==> config.mk <==
export PLATFORM = sky130hd
export DESIGN_NAME = spi_mem_loader
export DESIGN_NICKNAME = d
export VERILOG_FILES = /design/src/rtl/spi_mem_pkg.sv /design/src/rtl/spi_edge_sync.sv /design/src/rtl/spi_mem_loader.sv
export SDC_FILE = /design/constraint.sdc
export NUM_CORES = 1
export LEC_CHECK = 0
export ABC_AREA = 1
export CORE_MARGIN = 2
export CORE_UTILIZATION = 46
export CTS_CLUSTER_DIAMETER = 40
export CTS_CLUSTER_SIZE = 8
export DETAILED_ROUTE_END_ITERATION = 7
export PLACE_DENSITY = 0.69
export SETUP_SLACK_MARGIN = 0.1
export SLEW_MARGIN = 20
export SYNTH_ARGS = -nofsm -noshare
export SYNTH_HDL_FRONTEND = slang
export SYNTH_SLANG_ARGS = --single-unit
==> constraint.sdc <==
create_clock -name clk -period 3.15 [get_ports clk]
set_input_delay 0.945 -clock clk [delete_from_list [all_inputs] [get_ports clk]]
set_output_delay 0.945 -clock clk [all_outputs]
set_load 0.05 [all_outputs]
==> src/rtl/spi_mem_pkg.sv <==
// Shared types for the SPI-to-memory loader: frame FSM states and header layout.
package spi_mem_pkg;

    typedef enum logic [1:0] {
        IDLE,
        HEADER,
        WRITE,
        READ
    } state_t;

    // R/W flag position counted down from the header width: bit DATA_W-HDR_RW (the MSB)
    localparam int HDR_RW = 1;

endpackage

==> src/rtl/spi_edge_sync.sv <==
// Synchronises the SPI pins into clk and derives one-clk edge pulses for sck and load.
module spi_edge_sync #(
    parameter int SYNC_STAGES = 2
) (
    input  logic clk,
    input  logic reset_n,
    input  logic sck,
    input  logic sdi,
    input  logic load,
    output logic sck_rise,
    output logic sck_fall,
    output logic load_rise,
    output logic load_fall,
    output logic sdi_s
);

    logic [SYNC_STAGES-1:0] sck_sr;
    logic [SYNC_STAGES-1:0] sdi_sr;
    logic [SYNC_STAGES-1:0] load_sr;
    logic                   sck_d;
    logic                   load_p;
    logic                   load_f;
    logic                   load_fd;

    always_ff @(posedge clk or negedge reset_n) begin
        if (!reset_n) begin
            sck_sr  <= '0;
            sdi_sr  <= '0;
            load_sr <= '0;
            sck_d   <= 1'b0;
            load_p  <= 1'b0;
            load_f  <= 1'b0;
            load_fd <= 1'b0;
        end else begin
            sck_sr  <= {sck_sr[SYNC_STAGES-2:0], sck};
            sdi_sr  <= {sdi_sr[SYNC_STAGES-2:0], sdi};
            load_sr <= {load_sr[SYNC_STAGES-2:0], load};
            sck_d   <= sck_sr[SYNC_STAGES-1];
            load_p  <= load_sr[SYNC_STAGES-1];
            // load must hold for two samples before it counts, so a one-clk blip never opens a frame
            if (load_sr[SYNC_STAGES-1] == load_p)
                load_f <= load_p;
            load_fd <= load_f;
        end
    end

    assign sck_rise  =  sck_sr[SYNC_STAGES-1] & ~sck_d;
    assign sck_fall  = ~sck_sr[SYNC_STAGES-1] &  sck_d;
    assign load_rise =  load_f & ~load_fd;
    assign load_fall = ~load_f &  load_fd;
    assign sdi_s     =  sdi_sr[SYNC_STAGES-1];

endmodule

==> src/rtl/spi_mem_loader.sv <==
// SPI-slave (mode 0, MSB first) bridge streaming framed words into or out of a
// single-port synchronous RAM at auto-incrementing addresses.
module spi_mem_loader
    import spi_mem_pkg::*;
#(
    parameter int  DATA_W      = 8,
    parameter int  DEPTH       = 16384,
    parameter int  WRAP        = 1,
    parameter int  SYNC_STAGES = 2,
    localparam int ADDR_W      = $clog2(DEPTH)
) (
    input  logic              clk,
    input  logic              reset_n,
    input  logic              sck,
    input  logic              sdi,
    input  logic              load,
    output logic              sdo,
    output logic              mem_we,
    output logic              mem_re,
    output logic [ADDR_W-1:0] mem_addr,
    output logic [DATA_W-1:0] mem_wdata,
    input  logic [DATA_W-1:0] mem_rdata,
    output logic [ADDR_W:0]   word_count,
    output logic              frame_done,
    output logic              ovf
);

    localparam int                CNT_W     = $clog2(DATA_W);
    localparam logic [CNT_W-1:0]  LAST_BIT  = CNT_W'(DATA_W - 1);
    localparam logic [ADDR_W-1:0] LAST_ADDR = ADDR_W'(DEPTH - 1);

    state_t              state, state_n;
    logic                sck_rise, sck_fall, load_rise, load_fall, sdi_s;
    logic [CNT_W-1:0]    bit_cnt;
    logic [DATA_W-1:0]   shin, shout, word_in;
    logic                adv, re_d, skip, full;
    logic                word_done, rd_last, addr_last;
    logic [ADDR_W-1:0]   addr_nxt;
    logic [ADDR_W:0]     wc_nxt;

    spi_edge_sync #(.SYNC_STAGES(SYNC_STAGES)) u_sync (
        .clk      (clk),
        .reset_n  (reset_n),
        .sck      (sck),
        .sdi      (sdi),
        .load     (load),
        .sck_rise (sck_rise),
        .sck_fall (sck_fall),
        .load_rise(load_rise),
        .load_fall(load_fall),
        .sdi_s    (sdi_s)
    );

    assign word_in   = {shin[DATA_W-2:0], sdi_s};
    assign word_done = sck_rise && (bit_cnt == LAST_BIT);
    assign rd_last   = (state == READ) && sck_fall && !skip && (bit_cnt == LAST_BIT);
    assign addr_last = (mem_addr == LAST_ADDR);
    assign addr_nxt  = addr_last ? ((WRAP != 0) ? '0 : mem_addr) : mem_addr + 1'b1;
    assign wc_nxt    = (&word_count) ? word_count : word_count + 1'b1;

    assign sdo        = (state == READ) ? shout[DATA_W-1] : 1'b0;
    assign frame_done = load_fall && (state != IDLE);

    always_ff @(posedge clk or negedge reset_n) begin
        if (!reset_n) state <= IDLE;
        else          state <= state_n;
    end

    always_comb begin
        state_n = state;
        case (state)
            IDLE:    if (load_rise) state_n = HEADER;
            HEADER:  if (word_done) state_n = word_in[DATA_W-HDR_RW] ? READ : WRITE;
            default: ;
        endcase
        if (load_fall) state_n = IDLE;
    end

    always_ff @(posedge clk or negedge reset_n) begin
        if (!reset_n) begin
            bit_cnt    <= '0;
            shin       <= '0;
            shout      <= '0;
            mem_addr   <= '0;
            mem_wdata  <= '0;
            word_count <= '0;
            mem_we     <= 1'b0;
            mem_re     <= 1'b0;
            re_d       <= 1'b0;
            adv        <= 1'b0;
            skip       <= 1'b0;
            full       <= 1'b0;
            ovf        <= 1'b0;
        end else begin
            mem_we <= 1'b0;
            mem_re <= 1'b0;
            re_d   <= mem_re;
            adv    <= 1'b0;
            if (re_d)
                shout <= mem_rdata;
            if (adv || rd_last) begin
                mem_addr   <= addr_nxt;
                word_count <= wc_nxt;
                if (addr_last && WRAP == 0)
                    full <= 1'b1;
            end
            case (state)
                IDLE: if (load_rise) begin
                    bit_cnt    <= '0;
                    shin       <= '0;
                    mem_addr   <= '0;
                    word_count <= '0;
                    ovf        <= 1'b0;
                    full       <= 1'b0;
                    skip       <= 1'b0;
                end
                HEADER, WRITE: if (sck_rise) begin
                    shin <= word_in;
                    if (word_done) bit_cnt <= '0;
                    else           bit_cnt <= bit_cnt + 1'b1;
                    // trailing header fall arrives before read data is loaded; skip it
                    if (word_done && state == HEADER && word_in[DATA_W-HDR_RW]) begin
                        mem_re <= 1'b1;
                        skip   <= 1'b1;
                    end
                    if (word_done && state == WRITE) begin
                        adv <= 1'b1;
                        if (full) begin
                            ovf <= 1'b1;
                        end else begin
                            mem_we    <= 1'b1;
                            mem_wdata <= word_in;
                        end
                    end
                end
                READ: if (sck_fall) begin
                    if (skip) begin
                        skip <= 1'b0;
                    end else if (rd_last) begin
                        bit_cnt <= '0;
                        mem_re  <= 1'b1;
                        if (full) ovf <= 1'b1;
                    end else begin
                        shout   <= {shout[DATA_W-2:0], 1'b0};
                        bit_cnt <= bit_cnt + 1'b1;
                    end
                end
                default: ;
            endcase
            if (load_fall) begin
                bit_cnt <= '0;
                shin    <= '0;
                shout   <= '0;
                skip    <= 1'b0;
            end
        end
    end

endmodule

==> metrics <==
Vias/cell 5.02; startpoint types flip-flop; Min-Delay Path Class flip-flop to flip-flop; status complete, no violations; row count 32; Post-Syn Instances 426; core area between 7000 and 8000 um^2; met3 usage 3.25%; die area 8570 um^2; antenna violations before repair 0; TNS Setup 0 ns; clk sink count 71; reg-to-reg critical path endpoint shin[1]; relative slew slack 42.1%; final WL 7.25 mm; post-DP HPWL just over 5 mm; non-filler instance count after layout 588; FF-to-FF setup slack 0.92 ns; diodes inserted 0; fmax 0.343 GHz; Mapped Area 3610 um^2; Layout area overhead 22.3%; vias in the first global route 2806; most frequent cells in the layout 73 x nand2_1, 71 x dfrtp_1, 62 x inv_1; Ys Warns 0; Filler cells 688; Reg2Reg Depth 9; Setup crit start state[0]; crit-path cells ha_1, nand2_1, inv_1, clkdlybuf4s50_1; # setup viols final 0; Worst Max-Slew Pin Slew a little under 0.9 ns; number of enable flip-flop cells after synthesis 0; CP Class flip-flop to output pin; RSZ-0062 raised after global routing no; Worst Clk Skew 0.0116 ns; gr busiest metal met2; Avg Cell Area, Syn 8.47 um^2; Worst Setup End Kind output pin; Clock Root Buffer clkbuf_8; synthesis-stage register bit count 71; met1 GRT Util 24.5%; DRT iter0 DRCs ~140; hold wc startpoint u_sync.sdi_sr[0]; Top FF cell, synth dfrtp_1; Leakage 2.07 nW; RD Place Congestion just under 0.9; critical path required time 2.20 ns; die height 92.6 um; share of post-route cells with drive strength above 1 a little under a tenth; async set or reset register ratio after synthesis 100%; post-CTS setup buffers 0; Tmin final between 2 and 3 ns; # placed instances 572; slowest library cell on the worst path clkdlybuf4s50_1; total CTS buffers 9; largest net degree at the start of global routing approximately 50; Slew Viols, Final 0; final hold violations 0; reg2reg start state[0]; register area share after synthesis 49.3%; Starting Density 47.2%; # Max-Cap Violations 0; routing usage on met2 29.5%; Nets 504; Post-DRT Antenna Nets 0; clock-pin transition on the worst setup and hold timing paths around 0.08 ns; termination of the worst setup path sdo; router iterations before antenna repair 4; Die X a little over 90 um; fin crit share about 93%; Buffers on Ports between 50 and 60; GR Overflow Total 0; Yosys cell types 36; IO Pins 55; first-pass GRT wire length 12.5 mm; htree depth 3; VDD IR-drop max between 0.2 and 0.25 mV; DRC 0; CTS tree built; Vias roughly 3000; most common cell after layout, fill and taps aside nand2_1; CP Data Arrival Time 1.97 ns; routed wire length per instance 12.3 um; PwrDens 509 nW/um^2; largest fanout on the critical path 5; syn_nets 449; Clock Path Buffers 2; Crit path largest cell delay 0.78 ns; Tot GR Track Use 18.4%; latest clock arrival within the worst-skew pair between 0.3 and 0.4 ns
-- worst min-delay path by stage --
| stage | endpoint | slack [ns] | depth (start not counted) |
|---|---|---|---|
| floorplan | u_sync.load_sr[1] | 0.33 | 0 |
| detailed placement | u_sync.sck_sr[1] | 0.34 | 0 |
| global placement | u_sync.sdi_sr[1] | 0.33 | 0 |
| finish | u_sync.sdi_sr[1] | 0.36 | 0 |
| global route | u_sync.sck_sr[1] | 0.37 | 0 |
| CTS | u_sync.sdi_sr[1] | 0.36 | 0 |
-- cell usage after synthesis, types with 2 or more instances --
library cell | instances | area share (%)
a21oi_1 | 28 | 3.9
buf_4 | 2 | 0.42
buf_6 | 3 | 0.94
clkbuf_1 | 4 | 0.42
dfrtp_1 | 71 | 49
ha_1 | 10 | 3.5
inv_1 | 62 | 6.5
inv_2 | 4 | 0.42
mux2i_1 | 8 | 2.2
nand2_1 | 73 | 7.6
nand2_2 | 6 | 1.0
nand2_4 | 2 | 0.62
nand3_1 | 32 | 4.4
nand3b_1 | 3 | 0.62
nand4_1 | 10 | 1.7
nor2_1 | 47 | 4.9
nor2_2 | 3 | 0.52
nor2_4 | 4 | 1.2
nor3_1 | 4 | 0.55
nor3b_1 | 2 | 0.42
o211ai_1 | 2 | 0.42
o21ai_0 | 26 | 3.6
o21ai_1 | 2 | 0.28
o21bai_1 | 5 | 1.0
xor2_1 | 2 | 0.49
-- worst max-delay path: cells and delay by family, from the launching register on --
family	cells	cell delay [ns]
adders and majority gates	1	0.31
buffers and inverters	2	0.83
DFF	1	0.40
and+or+nand+nor	1	0.08
-- stage by stage --
stage	setup WS, ns	power (mW)	utilization (%)	instance area, um^2	hold slack [ns]
after floorplan	0.668	1.37	-	3610	0.331
after global placement	0.421	1.46	54.9	4200	0.333
after detailed placement	0.365	1.49	54.9	4200	0.336
after CTS	0.216	2.27	57.7	4410	0.360
after global routing	0.147	2.38	57.7	4410	0.366
final	0.231	2.25	57.7	4410	0.356
-- final cells by class --
type	count	area, um^2	area share (%)
clock buffers	10	138	3.12
clock inverters	6	75.1	1.70
inverters	67	254	5.76
multi-input cells	277	1490	33.7
flip-flops and latches	71	1780	40.3
well taps	102	128	2.89
repair buffers	55	552	12.5
-- timing repair --
action | CTS | global route
resized for setup | 1 | 0
setup endpoints to repair | 1 | 0
hold buffers | 0 | 0
-- registers in the layout, summed over array words and instances (netlist names), 2 cells and up --
signal	cells
shin	7
bit_cnt	3
u_sync.sdi_sr	2
mem_wdata	8
word_count	15
u_sync.load_sr	2
mem_addr	14
u_sync.sck_sr	2
state	2
shout	8
-- where the power goes --
group / switching [mW] / internal [mW]
Clock: 0.375 / 0.401
Combinational: 0.326 / 0.135
Sequential: 0.0395 / 0.969
Total: 0.740 / 1.51
-- routing by layer --
metal  wire length [um]  part of all wire, %  vias up
met5                  0                    0        -
met4                155                  2.1        0
met3                330                  4.5       14
met2               3370                   46       84
met1               3400                   47     1377
li1                   -                    -     1477
-- cell families (layout without fill, tap and decap cells) --
logic type      after synthesis  after routing  share of synthesized area [%]
simple gates                190            190                           24.9
buf+inv                      78            138                           9.50
flops                        71             71                           49.3
compound gates               64             64                           9.47
fa+ha+maj                    11             11                           3.75
mux                           9              9                           2.53
xor+xnor                      2              2                          0.486
other cells                   1              1                          0.104
Note: power is estimated with default switching activity, not from simulation.
